### config.mk
export PLATFORM = sky130hd
export DESIGN_NAME = sb_param_cfgchain
export DESIGN_NICKNAME = d
export VERILOG_FILES = /design/src/rtl/sb_cfg_pkg.sv /design/src/rtl/sb_track_mux.sv /design/src/rtl/sb_param_cfgchain.sv
export SDC_FILE = /design/constraint.sdc
export NUM_CORES = 1
export LEC_CHECK = 0
export BUFFER_PORTS_ARGS = -buffer_cell sky130_fd_sc_hd__buf_2
export CAP_MARGIN = 0
export CORE_MARGIN = 2
export CORE_UTILIZATION = 54
export CTS_CLUSTER_SIZE = 20
export DETAILED_ROUTE_END_ITERATION = 12
export PLACE_DENSITY = 0.84
export REMOVE_ABC_BUFFERS = 1
export SYNTH_ARGS = -nofsm -noshare
export SYNTH_HDL_FRONTEND = slang
export SYNTH_HIERARCHICAL = 1
export SYNTH_SLANG_ARGS = --single-unit
### constraint.sdc
create_clock -name prog_clk -period 6.5 [get_ports prog_clk]
set_input_delay 1.95 -clock prog_clk [delete_from_list [all_inputs] [get_ports prog_clk]]
set_output_delay 1.95 -clock prog_clk [all_outputs]
set_load 0.01 [all_outputs]
### src/rtl/sb_cfg_pkg.sv
// Shared definitions for the parametrised switch block configuration chain.
// Consumers honour the SB_CFG_PARITY_EN build macro, which appends an even-parity bit to the chain.
package sb_cfg_pkg;

  // Distance of the parity bit from the chain length: it occupies chain[CFG_LEN-1]
  localparam int SB_PARITY_TAIL_OFS = 1;

  // Input index feeding tap k of track mux o under the strided connectivity pattern
  function automatic int sb_mux_src(input int o, input int k, input int stride, input int in_w);
    return (o + k * stride) % in_w;
  endfunction

  // Select width for a mux with mux_size inputs, never narrower than one bit
  function automatic int sb_sel_w(input int mux_size);
    return (mux_size < 2) ? 1 : $clog2(mux_size);
  endfunction

endpackage

### src/rtl/sb_track_mux.sv
// One MUX_SIZE:1 routing track mux.
// A select code with no matching tap drives 0 and raises sel_err.
module sb_track_mux
  import sb_cfg_pkg::*;
#(
  parameter int MUX_SIZE = 6,
  parameter int SEL_W    = sb_sel_w(MUX_SIZE)
) (
  input  logic [MUX_SIZE-1:0] mux_in,
  input  logic [SEL_W-1:0]    sel,
  output logic                mux_out,
  output logic                sel_err
);

  // Decode the select against each legal tap; unmatched codes fall through as an error
  always_comb begin
    mux_out = 1'b0;
    sel_err = 1'b1;
    for (int k = 0; k < MUX_SIZE; k++) begin
      if (sel == SEL_W'(k)) begin
        mux_out = mux_in[k];
        sel_err = 1'b0;
      end
    end
  end

endmodule

### src/rtl/sb_param_cfgchain.sv
// Parametrised routing switch block with a double-buffered serial ccff configuration chain.
// The shadow chain shifts on prog_clk and is copied to the active selects only on a legal commit.
// Build macro SB_CFG_PARITY_EN adds an even-parity bit at the tail of the chain.
module sb_param_cfgchain
  import sb_cfg_pkg::*;
#(
  parameter int IN_W     = 27,
  parameter int OUT_W    = 27,
  parameter int MUX_SIZE = 6,
  parameter int STRIDE   = 4
) (
  input  logic            prog_clk,
  input  logic            prog_reset,
  input  logic            ccff_head,
  input  logic            ccff_en,
  input  logic            cfg_commit,
  input  logic [IN_W-1:0] in_bus,
  output logic [OUT_W-1:0] route_out,
  output logic            ccff_tail,
  output logic            cfg_done,
  output logic            cfg_err,
  output logic            sel_err
);

  localparam int SEL_W = sb_sel_w(MUX_SIZE);
  localparam int ACT_W = OUT_W * SEL_W;
`ifdef SB_CFG_PARITY_EN
  localparam int CFG_LEN = ACT_W + SB_PARITY_TAIL_OFS;
`else
  localparam int CFG_LEN = ACT_W;
`endif
  localparam int CNT_W = $clog2(CFG_LEN + 1);
  localparam logic [CNT_W-1:0] CNT_FULL = CNT_W'(CFG_LEN);

  logic [CFG_LEN-1:0] chain;
  logic [ACT_W-1:0]   active;
  logic [CNT_W-1:0]   bit_cnt;
  logic [CNT_W-1:0]   bit_cnt_next;
  logic               done_q;
  logic               err_q;
  logic               do_shift;
  logic               parity_ok;
  logic               commit_ok;
  logic               commit_reject;
  logic [OUT_W-1:0]   mux_err;

`ifdef SB_CFG_PARITY_EN
  assign parity_ok = ~(^chain);
`else
  assign parity_ok = 1'b1;
`endif

  // A commit request always wins over shifting on the same edge
  assign do_shift      = ccff_en & ~cfg_commit;
  assign commit_ok     = cfg_commit & done_q & parity_ok;
  assign commit_reject = cfg_commit & ~commit_ok;

  // Next bit count: cleared by any commit attempt on a full chain, otherwise saturating increment
  always_comb begin
    bit_cnt_next = bit_cnt;
    if (cfg_commit && done_q) begin
      bit_cnt_next = '0;
    end else if (do_shift && (bit_cnt != CNT_FULL)) begin
      bit_cnt_next = bit_cnt + 1'b1;
    end
  end

  // Shadow chain: serial shift from ccff_head toward ccff_tail
  always_ff @(posedge prog_clk or posedge prog_reset) begin
    if (prog_reset) begin
      chain <= '0;
    end else if (do_shift) begin
      chain <= CFG_LEN'({chain, ccff_head});
    end
  end

  // Bit counter and registered done flag tracking a full chain
  always_ff @(posedge prog_clk or posedge prog_reset) begin
    if (prog_reset) begin
      bit_cnt <= '0;
      done_q  <= 1'b0;
    end else begin
      bit_cnt <= bit_cnt_next;
      done_q  <= (bit_cnt_next == CNT_FULL);
    end
  end

  // Active selects load from the shadow chain only on an accepted commit
  always_ff @(posedge prog_clk or posedge prog_reset) begin
    if (prog_reset) begin
      active <= '0;
    end else if (commit_ok) begin
      active <= chain[ACT_W-1:0];
    end
  end

  // Sticky error for early or parity-failing commits
  always_ff @(posedge prog_clk or posedge prog_reset) begin
    if (prog_reset) begin
      err_q <= 1'b0;
    end else if (commit_reject) begin
      err_q <= 1'b1;
    end
  end

  for (genvar o = 0; o < OUT_W; o++) begin : g_track
    logic [MUX_SIZE-1:0] taps;
    for (genvar k = 0; k < MUX_SIZE; k++) begin : g_tap
      assign taps[k] = in_bus[sb_mux_src(o, k, STRIDE, IN_W)];
    end
    sb_track_mux #(
      .MUX_SIZE(MUX_SIZE),
      .SEL_W   (SEL_W)
    ) u_mux (
      .mux_in (taps),
      .sel    (active[o*SEL_W +: SEL_W]),
      .mux_out(route_out[o]),
      .sel_err(mux_err[o])
    );
  end

  assign sel_err   = |mux_err;
  assign ccff_tail = chain[CFG_LEN-1];
  assign cfg_done  = done_q;
  assign cfg_err   = err_q;

endmodule
# After elaboration in Yosys (flattened, before gate mapping)
# Cells that the tools add are included.
classes:
  bitwise: 5
  muxes: 326
  addsub: 1
  eq_ne: 137
  reduce_logical: 30
op_table:
  columns: ["op", "n"]
  rows:
  - ["$mux 1", 324]
  - ["$eq 3x2->1 const B", 54]
  - ["$eq 3x3->1 const B", 54]
  - ["$eq 3x1->1 const B", 27]
  - ["$logic_not 3->1", 27]
  - ["$reduce_or 27->1", 1]
  - ["$mux 7", 2]
  - ["$add 7x1->7 const B", 1]
  - ["$eq 7x7->1 const B", 1]
  - ["$ne 7x7->1 const B", 1]
  - ["$and 1x1->1", 3]
  - ["$logic_and 1x1->1", 2]
  - ["$not 1->1", 2]
totals:
  regBits: 171
  input_bits: 32
  elab_cells: 504
  out_inout_bits: 31

# Depth between registers and ports, before layout
# Gate-level depths: netlist (run 1).
depth:
  ltp_word: 8
  mapped_depth: 6
  depth_no_buf: 6

# Modules after synthesis
# Netlist (run 1), hierarchy kept.
modules_own_cells:
  columns: ["mod", "n_inst", "seq_area_each_um2", "area_per_inst_um2", "cells_each"]
  rows:
  - ["sb_param_cfgchain", 1, 4279.1, 6593.8, 573]
  - ["sb_track_mux", 27, 0.0, 53.8, 5]

# Worst setup path before layout (run 1)
# OpenSTA, ideal clock, no wires.
synth_path:
  path_type: "in2out"
  start: "input in_bus[12]"
  end: "output route_out[0]"
  path_buffers: 0
  path_stages: 2
  t_required_ns: 4.550
  path_slack_ns: 1.872
  arrival_time_ns: 2.678
  path_cell_list: "mux4_2 -> mux2_2"
synth_between:
  elab_chain_len: 3
synth_lines:
  columns: ["item", "line_no", "rtl"]
  rows:
  - ["start, declared", "sb_param_cfgchain.sv:17", "input logic [IN_W-1:0] in_bus,"]
  - ["$mux 1 (3 in a row)", "sb_track_mux.sv:20", "if (sel == SEL_W'(k)) begin"]
  - ["end, declared", "sb_param_cfgchain.sv:18", "output logic [OUT_W-1:0] route_out,"]
# No other way between the ends.

# Worst setup path in the final report (run 1)
layout_path:
  start: "input in_bus[14]"
  end: "output route_out[14]"
layout_between:
  elab_chain_len: 6
layout_lines:
  columns: ["item", "line_no"]
  rows:
  - ["$mux 1 (6 in a row)", "sb_track_mux.sv:20"]
# No other way between the ends.

==> results.md, run 1 <==
* Status: finished clean
* Initial Util at between 50% and 60%
* Via count at 5527
* CP endpoint kind: primary output
* CTS Hold Bufs at 0
* Resize count post-CTS at 0
* DRT Wirelength at 18400 um
* Hold Fails Final Rpt at 0
* Drc violations at 0
* Min-delay src: cfg_err
* GR Util All Layers at between 20% and 30%
* Class of the most critical setup path: primary input to primary output
* Relative slew slack at between 40% and 50%
* CTS tree: built
* Placed Cells incl. Taps at between 900 and 1000
* # Max-Cap Violations at 0
* CTS Buf Count at 17
* Non-Filler Instances at 963
* Core outline area at 14500 um^2
* Layout fillers at approximately 1100
* PnR worst setup slack at about 1.5 ns
* Critical Path RT at about 4.6 ns
* Share of the synthesized area in the top cell type at between 50% and 60%
* Synth cell types at 32
* Remaining Overflow, GRT at 0
* N_diodes at 0
* Ys Warns at 6
* Row cnt at 44
* Ratio of cells with drive above 1 in the final layout at between 20% and 30%
* Dpl ws at 1.50 ns
* Startpoint types: primary input
* Initial antenna violation count at 0
* Clk root buf: clkbuf_16
* Mapped Cells at 708
* DP HPWL at approximately 12000 um
* Via-to-Cell Ratio at about 5.7
* R2R Path End: active[79]
* First-pass GRT wire length at about 30000 um
* Slew Limit Fails at 0
* Part of the Yosys area used for sequential elements at approximately 53%
* Worst Max-Slew Pin Slew at 0.818 ns
* RSZ-0062 raised after global routing: no
* Worst Path Max Fanout at 6
* R2r setup slk at ~4.5 ns
* Pleak at ~0.0047 uW
* Fin nets at 800
* Core Util, Final at between 60% and 70%
* Placed cell area at approximately 8500 um^2
* Hold path depth at 1
* Cell area after layout at a little over 9000 um^2
* Synth Register Bits at 171
* RePlAce Congestion at ~0.85
* Post-synth EDFFs at 0
* Die Area at 15900 um^2
* FFs w/ async S/R, synth at 100%
* Hold endpoint: cfg_err
* Clk buf depth at 2
* Peak supply drop at around 190 uV
* Yosys top cell by area: dfrtp_1
* Post-Syn Area at around 8000 um^2
* Worst-path clk slew at roughly 0.07 ns
* Avg Cell Area, Syn at ~11 um^2
* Chip Width at approximately 130 um
* Min cycle time layout at ~5 ns
* Setup tns final at 0 ns
* Commonest register cell after synthesis: dfrtp_1
* Hold WC Path Type: flop to flop
* CTS Sinks at roughly 170
* Power density over cell area at approximately 270 nW/um^2
* Insertion delay to the later sink of the worst-skew pair at about 0.43 ns
* Buffers on Ports at a little over 60
* Vias in the first global route at between 5000 and 6000
* Area Overhead vs Synth at 13.4%
* Period utilization at between 70 and 80%
* Final Setup Violations at 0
* Area contributors post-synth: dfrtp_1 53%, nand2_1 12%, mux2_1 11%
* Worst r2r src: cfg_done
* Largest net degree at the start of global routing at 86
* Crit path arrival time at between 3 and 4 ns
* Initial DRC count at 530
* Top-Level Pins at 63
* Antenna Nets Post-Route at 0
* Drt first pass iters at 5
* Routed len/inst at 19.1 um
* Peak Freq at 200 MHz
* Die extent in y at 126 um
* Postcts setup bufs at 0
* Skew final at 0.0100 ns
* R2R cell count at 4
* H-tree depth at 4
-- per-stage QoR --
step,hold slack [ns],power [uW]
floorplan,0.450,1340
global placement,0.437,1410
detailed placement,0.441,1420
CTS,0.466,2480
global route,0.490,2560
finish,0.463,2470
-- how the worst max path moves through the flow --
stage,startpoint,endpoint,depth (start not counted)
finish,in_bus[14],route_out[14],4
global route,in_bus[14],route_out[2],4
CTS,in_bus[14],route_out[14],4
detailed placement,in_bus[14],route_out[14],4
global placement,in_bus[14],route_out[2],4
floorplan,prog_reset,active[0],1
-- critical path: stages --
cell	delay (ns)
buf_2	0.17
mux4_2	0.47
mux2_2	0.31
buf_2	0.15
-- state kept, by name, summed over array words and instances, names as in the netlist --
signal    flops
active       81
chain        81
cfg_done      1
bit_cnt       7
cfg_err       1
-- layout by cell type (no fill, tap or decap), types with 5 or more instances in the layout --
| master | synthesis | layout |
|---|---|---|
| nand2_1 | 249 | 248 |
| dfrtp_1 | 171 | 171 |
| mux2_1 | 81 | 81 |
| buf_2 | 6 | 62 |
| nor2_1 | 32 | 32 |
| mux2i_1 | 30 | 30 |
| and2_1 | 28 | 27 |
| mux4_2 | 27 | 27 |
| mux2_2 | 27 | 27 |
| clkbuf_16 | 0 | 17 |
| nor4_1 | 6 | 6 |
| inv_6 | 0 | 6 |
| buf_4 | 8 | 5 |
-- layer usage --
layer | global-route usage (%) | up-vias | part of all wire, %
met5 | 0 | - | 0
met4 | 10.6 | 0 | 3.0
met3 | 4.55 | 38 | 4.9
met2 | 39.0 | 183 | 49
met1 | 33.9 | 2787 | 43
li1 | - | 2519 | -
-- report_power, final --
| group | switching [uW] | internal [uW] | total [uW] | leakage [uW] |
|---|---|---|---|---|
| sequential | 64.3 | 1130 | 1190 | 0.00235 |
| combinational | 113 | 99.5 | 213 | 0.00201 |
| clock | 444 | 625 | 1070 | 0.000304 |
-- kinds of logic after synthesis --
logic type      count (synthesis)  share of synthesized area (%)
simple gates                  329                           17.2
mux                           165                           26.4
flops                         171                           53.2
xor+xnor                        3                          0.327
buf+inv                        32                           1.96
compound gates                  6                          0.653
fa+ha+maj                       2                          0.311
-- Yosys cell counts (2+ instances only) --
cell,n
a211oi_1,2
and2_1,28
buf_2,6
buf_4,8
clkbuf_1,13
dfrtp_1,171
ha_1,2
inv_1,4
mux2_1,81
mux2_2,27
mux2i_1,30
mux4_2,27
nand2_1,249
nand4_1,3
nor2_1,32
nor2b_1,2
nor3_1,2
nor4_1,6
xnor2_1,2
-- final cells by class --
class	instances	area, um^2	area share [%]
Clock buffer	18	439	4.81
Clock inverter	14	184	2.02
Inverter	4	20.0	0.219
Multi-Input combinational cell	505	3620	39.7
Sequential cell	171	4280	46.9
Tap cell	184	230	2.52
Timing Repair Buffer	67	348	3.81
No activity file was read; power rests on OpenSTA's default activity.
==> inputs of run 2 (changes only) <==
Settings changed: CORE_UTILIZATION 54 to 60, PLACE_DENSITY 0.84 to 0.88.
Clock period 6.5 ns to 4.7 ns, I/O delays scaled along.
==> results.md, run 2 (synthesis results as in run 1) <==
* Placed Cells incl. Taps at 922 (was 931)
* CTS Buf Count at 17 (unchanged)
* # Max-Cap Violations at 0 (unchanged)
* Die Area at 14400 um^2 (was 15900 um^2)
* Min cycle time layout at around 3.9 ns
* Relative slew slack at 20.3% (was 45.5%)
* Combined area of the multi-input logic cells at 3620 um^2 (unchanged)
* CP startpoint: in_bus[10] (was in_bus[14])
* Chip Width at 120 um (was 126 um)
* CP endpoint kind: primary output (unchanged)
* Peak supply drop at 246 uV (was 186 uV)
* RSZ-0062 raised after global routing: no (unchanged)
* N_diodes at 0 (unchanged)
* DP HPWL at 12500 um (was 12400 um)
* Top flop regs: active x81, chain x81, bit_cnt x7 (unchanged)
* Hold WC Path Type: flop to flop (unchanged)
* Register area at 4280 um^2 (unchanged)
* Top-Level Pins at 63 (unchanged)
* Peak Freq at around 260 MHz
* Non-Filler Instances at 954 (was 963)
* Slew Limit Fails at 0 (unchanged)
* Crit path arrival time at 2.51 ns (was 3.06 ns)
* Via-to-Cell Ratio at 5.96 (was 5.74)
* First-pass GRT wire length at 31000 um (was 30300 um)
* Worst r2r src: cfg_done (unchanged)
* Remaining Overflow, GRT at 0 (unchanged)
* Routed len/inst at 19.8 um (was 19.1 um)
* Slowest stage cell, crit path: mux4_2 (unchanged)
* DRT Wirelength at 18900 um (was 18400 um)
* Crit-path cells: buf_2 > mux4_2 > mux2_2 > buf_2 (unchanged)
* CTS Sinks at 171 (unchanged)
* R2r setup slk at 2.83 ns (was 4.54 ns)
* Hold slack final at 0.456 ns (was 0.463 ns)
* Class of the most critical setup path: primary input to primary output (unchanged)
* Power density over cell area at 385 nW/um^2 (was 271 nW/um^2)
* Area Overhead vs Synth at 13.8% (was 13.4%)
* GR Util All Layers at 28.3% (was 24.7%)
* Pleak at 0.00468 uW (was 0.00467 uW)
* R2R Path End: active[69] (was active[79])
* Drt first pass iters at 4 (was 5)
* Postcts setup bufs at 0 (unchanged)
* CP most frequent cell: buf_2 (unchanged)
* Drc violations at 0 (unchanged)
* RePlAce Congestion at 0.883 (was 0.853)
* Clk buf depth at 2 (unchanged)
* Row cnt at 42 (was 44)
* Largest net degree at the start of global routing at 110 (was 86)
* H-tree depth at 4 (unchanged)
* Commonest non-fill, non-tap cell in the layout: nand2_1 (unchanged)
* Resize count post-CTS at 0 (unchanged)
* Buffers on Ports at 62 (unchanged)
* Die extent in y at 120 um (was 126 um)
* Fin nets at 799 (was 800)
* Setup tns final at 0 ns (unchanged)
* Max incr delay on CP at 0.49 ns (was 0.47 ns)
* Worst-path clk slew at 0.07 ns (about the same)
* Antenna Nets Post-Route at 0 (unchanged)
* Skew final at 0.00775 ns (was 0.0100 ns)
* Startpoint types: primary input (unchanged)
* Hold path depth at 1 (unchanged)
* Initial Util at 61.0% (was 55.4%)
* CTS tree: built (unchanged)
* Critical Path RT at 3.29 ns (was 4.55 ns)
* Final Setup Violations at 0 (unchanged)
* R2R cell count at 4 (unchanged)
* Worst Path Max Fanout at 6 (unchanged)
* Clk root buf: clkbuf_16 (unchanged)
* CTS Hold Bufs at 0 (unchanged)
* Initial antenna violation count at 0 (unchanged)
* Insertion delay to the later sink of the worst-skew pair at 0.43 ns (about the same)
* Period utilization at 83.3%
* Ratio of cells with drive above 1 in the final layout at 20.6% (was 20.7%)
* Worst Max-Slew Pin Slew at 1.20 ns (was 0.818 ns)
* Layout fillers at 851 (was 1078)
* Initial DRC count at 539 (was 530)
* Min-delay src: cfg_err (unchanged)
* Most frequent cells in the layout: 248 x nand2_1, 171 x dfrtp_1, 81 x mux2_1 (unchanged)
* Vias in the first global route at 5862 (was 5568)
* Via count at 5686 (was 5527)
* Hold Fails Final Rpt at 0 (unchanged)
* Core outline area at 13200 um^2 (was 14500 um^2)
* Status: finished clean (unchanged)
* Hold endpoint: cfg_err (unchanged)
-- run 2: report_power, final --
part | switching [uW] | internal (uW) | leakage, uW
combinational | 168 | 139 | 0.00201
clock | 599 | 955 | 0.000318
sequential | 98.9 | 1560 | 0.00235
-- run 2: final cells by class --
| class | instances | share of cell area [%] |
|---|---|---|
| inverters | 4 | 0.219 |
| well taps | 176 | 2.41 |
| repair buffers | 66 | 3.85 |
| flip-flops and latches | 171 | 46.7 |
| clock buffers | 21 | 5.25 |
| multi-input cells | 505 | 39.6 |
| clock inverters | 11 | 1.98 |
-- run 2: worst max-delay path, delay by kind of cell --
| kind | cells | cell delay (ns) |
|---|---|---|
| mux | 2 | 0.80 |
| buf+inv | 2 | 0.30 |
-- run 2: worst max-delay path by stage --
stage                               end
final                     route_out[25]
after global routing      route_out[25]
after CTS                 route_out[25]
after detailed placement  route_out[25]
after global placement    route_out[25]
after floorplan               active[0]
-- run 2: metrics by stage --
stage          utilization, %  total power (uW)  cell area, um^2  worst slack [ns]
6_report                 69.4              3520             9160             0.784
5_1_grt                  69.4              3630             9160             0.769
4_1_cts                  69.4              3530             9160             0.792
3_5_place_dp             64.4              1980             8490             0.796
3_3_place_gp             64.4              1950             8490             0.810
2_1_floorplan               -              1850             7900             -1.34
-- run 2: routing by layer --
layer | up-vias | GRT usage [%] | wire, um
met4 | 0 | 13.2 | 726
li1 | 2506 | - | -
met2 | 230 | 44.8 | 9420
met3 | 52 | 5.23 | 980
met1 | 2898 | 38.4 | 7810
met5 | - | 0 | 0
==> inputs of run 3 (changes only) <==
Settings changed: CORE_UTILIZATION 60 to 54, PLACE_DENSITY 0.88 to 0.84.
Clock period 4.7 ns to 3.4 ns, I/O delays scaled along.
==> results.md, run 3 (synthesis results as in run 1) <==
* Buffers on Ports at 62 (unchanged)
* Vias in the first global route at 5773 (was 5862)
* Clk buf depth at 2 (unchanged)
* Initial Util at 55.4% (was 61.0%)
* Routed len/inst at 19.2 um (was 19.8 um)
* CTS tree: built (unchanged)
* Hold slack final at 0.484 ns (was 0.456 ns)
* Final Setup Violations at 0 (unchanged)
* Ratio of cells with drive above 1 in the final layout at 20.8% (was 20.6%)
* Area Overhead vs Synth at 13.9% (was 13.8%)
* Status: finished clean (unchanged)
* Min cycle time layout at roughly 3.1 ns
* Postcts setup bufs at 0 (unchanged)
* DP HPWL at 12300 um (was 12500 um)
* Worst Max-Slew Pin Slew at 0.588 ns (was 1.20 ns)
* CTS Buf Count at 17 (unchanged)
* Worst Path Max Fanout at 6 (unchanged)
* Largest net degree at the start of global routing at 87 (was 110)
* Cell area after layout at 9170 um^2 (was 9160 um^2)
* RSZ-0062 raised after global routing: no (unchanged)
* Dpl ws at 0.264 ns (was 0.796 ns)
* Resize count post-CTS at 0 (unchanged)
* Antenna Nets Post-Route at 0 (unchanged)
* CP endpoint kind: primary output (unchanged)
* Crit path arrival time at 2.11 ns (was 2.51 ns)
* Layout fillers at 1090 (was 851)
* Slew Limit Fails at 0 (unchanged)
* Period utilization at 92.1%
* Core outline area at 14500 um^2 (was 13200 um^2)
* Insertion delay to the later sink of the worst-skew pair at 0.43 ns (about the same)
* Startpoint types: primary input (unchanged)
* Top flop regs: active x81, chain x81, bit_cnt x7 (unchanged)
* Class of the most critical setup path: primary input to primary output (unchanged)
* Drc violations at 0 (unchanged)
* Peak Freq at ~320 MHz
* Fin nets at 801 (was 799)
* Chip Width at 126 um (was 120 um)
* Hold Fails Final Rpt at 0 (unchanged)
* Drt first pass iters at 6 (was 4)
* Commonest non-fill, non-tap cell in the layout: nand2_1 (unchanged)
* Critical Path RT at 2.38 ns (was 3.29 ns)
* Worst-path clk slew at 0.06 ns (was 0.07 ns)
* Top-Level Pins at 63 (unchanged)
* CTS Sinks at 171 (unchanged)
* Slowest stage cell, crit path: mux4_2 (unchanged)
* Die extent in y at 126 um (was 120 um)
* Remaining Overflow, GRT at 0 (unchanged)
* Buf/Inv on CP at 2 (unchanged)
* CP most frequent cell: buf_2 (unchanged)
* H-tree depth at 4 (unchanged)
* First-pass GRT wire length at 30500 um (was 31000 um)
* N_diodes at 0 (unchanged)
* # Max-Cap Violations at 0 (unchanged)
* Skew final at 0.00649 ns (was 0.00775 ns)
* Pleak at 0.00467 uW (was 0.00468 uW)
* Most frequent cells in the layout: 248 x nand2_1, 171 x dfrtp_1, 81 x mux2_1 (unchanged)
* Row cnt at 44 (was 42)
* RePlAce Congestion at 0.867 (was 0.883)
* Crit-path cells: buf_2 > mux4_2 > mux2_2 > buf_2 (unchanged)
* CTS Hold Bufs at 0 (unchanged)
* Die Area at 15900 um^2 (was 14400 um^2)
* Initial DRC count at 511 (was 539)
* Power density over cell area at 506 nW/um^2 (was 385 nW/um^2)
* Peak supply drop at 334 uV (was 246 uV)
* Largest delay share family, worst path: multiplexers (unchanged)
* Via-to-Cell Ratio at 5.75 (was 5.96)
* DRT Wirelength at 18500 um (was 18900 um)
* Placed cell area at 8570 um^2 (was 8490 um^2)
* Initial antenna violation count at 0 (unchanged)
* Relative slew slack at 60.8% (was 20.3%)
* Hold WC Path Type: flop to flop (unchanged)
* PnR worst setup slack at 0.267 ns (was 0.784 ns)
* Clk root buf: clkbuf_16 (unchanged)
* Via count at 5539 (was 5686)
* Max incr delay on CP at 0.51 ns (was 0.49 ns)
* GR Util All Layers at 24.8% (was 28.3%)
==> run 3: worst min-delay path, cell delays in order, from the launching register on <==
cell	delay [ns]
dfrtp_1	0.35
nand2_1	0.05
nand2_1	0.05
==> run 3: cell type report <==
| type | instances | area, um^2 | area share (%) |
|---|---|---|---|
| Clock buffer | 19 | 453 | 4.94 |
| Multi-Input combinational cell | 505 | 3620 | 39.5 |
| Tap cell | 184 | 230 | 2.51 |
| Inverter | 4 | 20.0 | 0.218 |
| Clock inverter | 13 | 144 | 1.57 |
| Sequential cell | 171 | 4280 | 46.7 |
| Timing Repair Buffer | 68 | 418 | 4.56 |
==> run 3: worst paths after layout <==
kind | start | to | slack (ns) | cells after the start
max in group asynchronous | prog_reset | active[46] | 2.02 | 3
max reg2reg | bit_cnt[0] | cfg_done | 1.77 | 5
min in group asynchronous | prog_reset | chain[4] | 0.66 | 2
min | chain[52] | active[52] | 0.48 | 2
min reg2reg | chain[52] | active[52] | 0.48 | 2
max | in_bus[2] | route_out[17] | 0.27 | 4
==> run 3: through the flow <==
step                utilization [%]  TNS, ns  instances  power, uW
CTS                            63.1        0        964       4660
finish                         63.1        0        964       4640
detailed placement             59.0        0        932       2730
global placement               59.0        0        932       2710
floorplan                         -  -408.78        680       2560
global route                   63.1        0        964       4810
==> run 3: power by group <==
part           switching [uW]  leakage, uW  internal, uW
combinational             216      0.00204           196
clock                     827     0.000282          1120
sequential                124      0.00235          2160
==> run 3: layer usage <==
layer / up-vias / global-route usage, % / wire [um]
met5: - / 0 / 0
met4: 0 / 9.95 / 543
met3: 40 / 4.76 / 893
met2: 173 / 40.6 / 9290
met1: 2811 / 32.8 / 7800
li1: 2515 / - / -
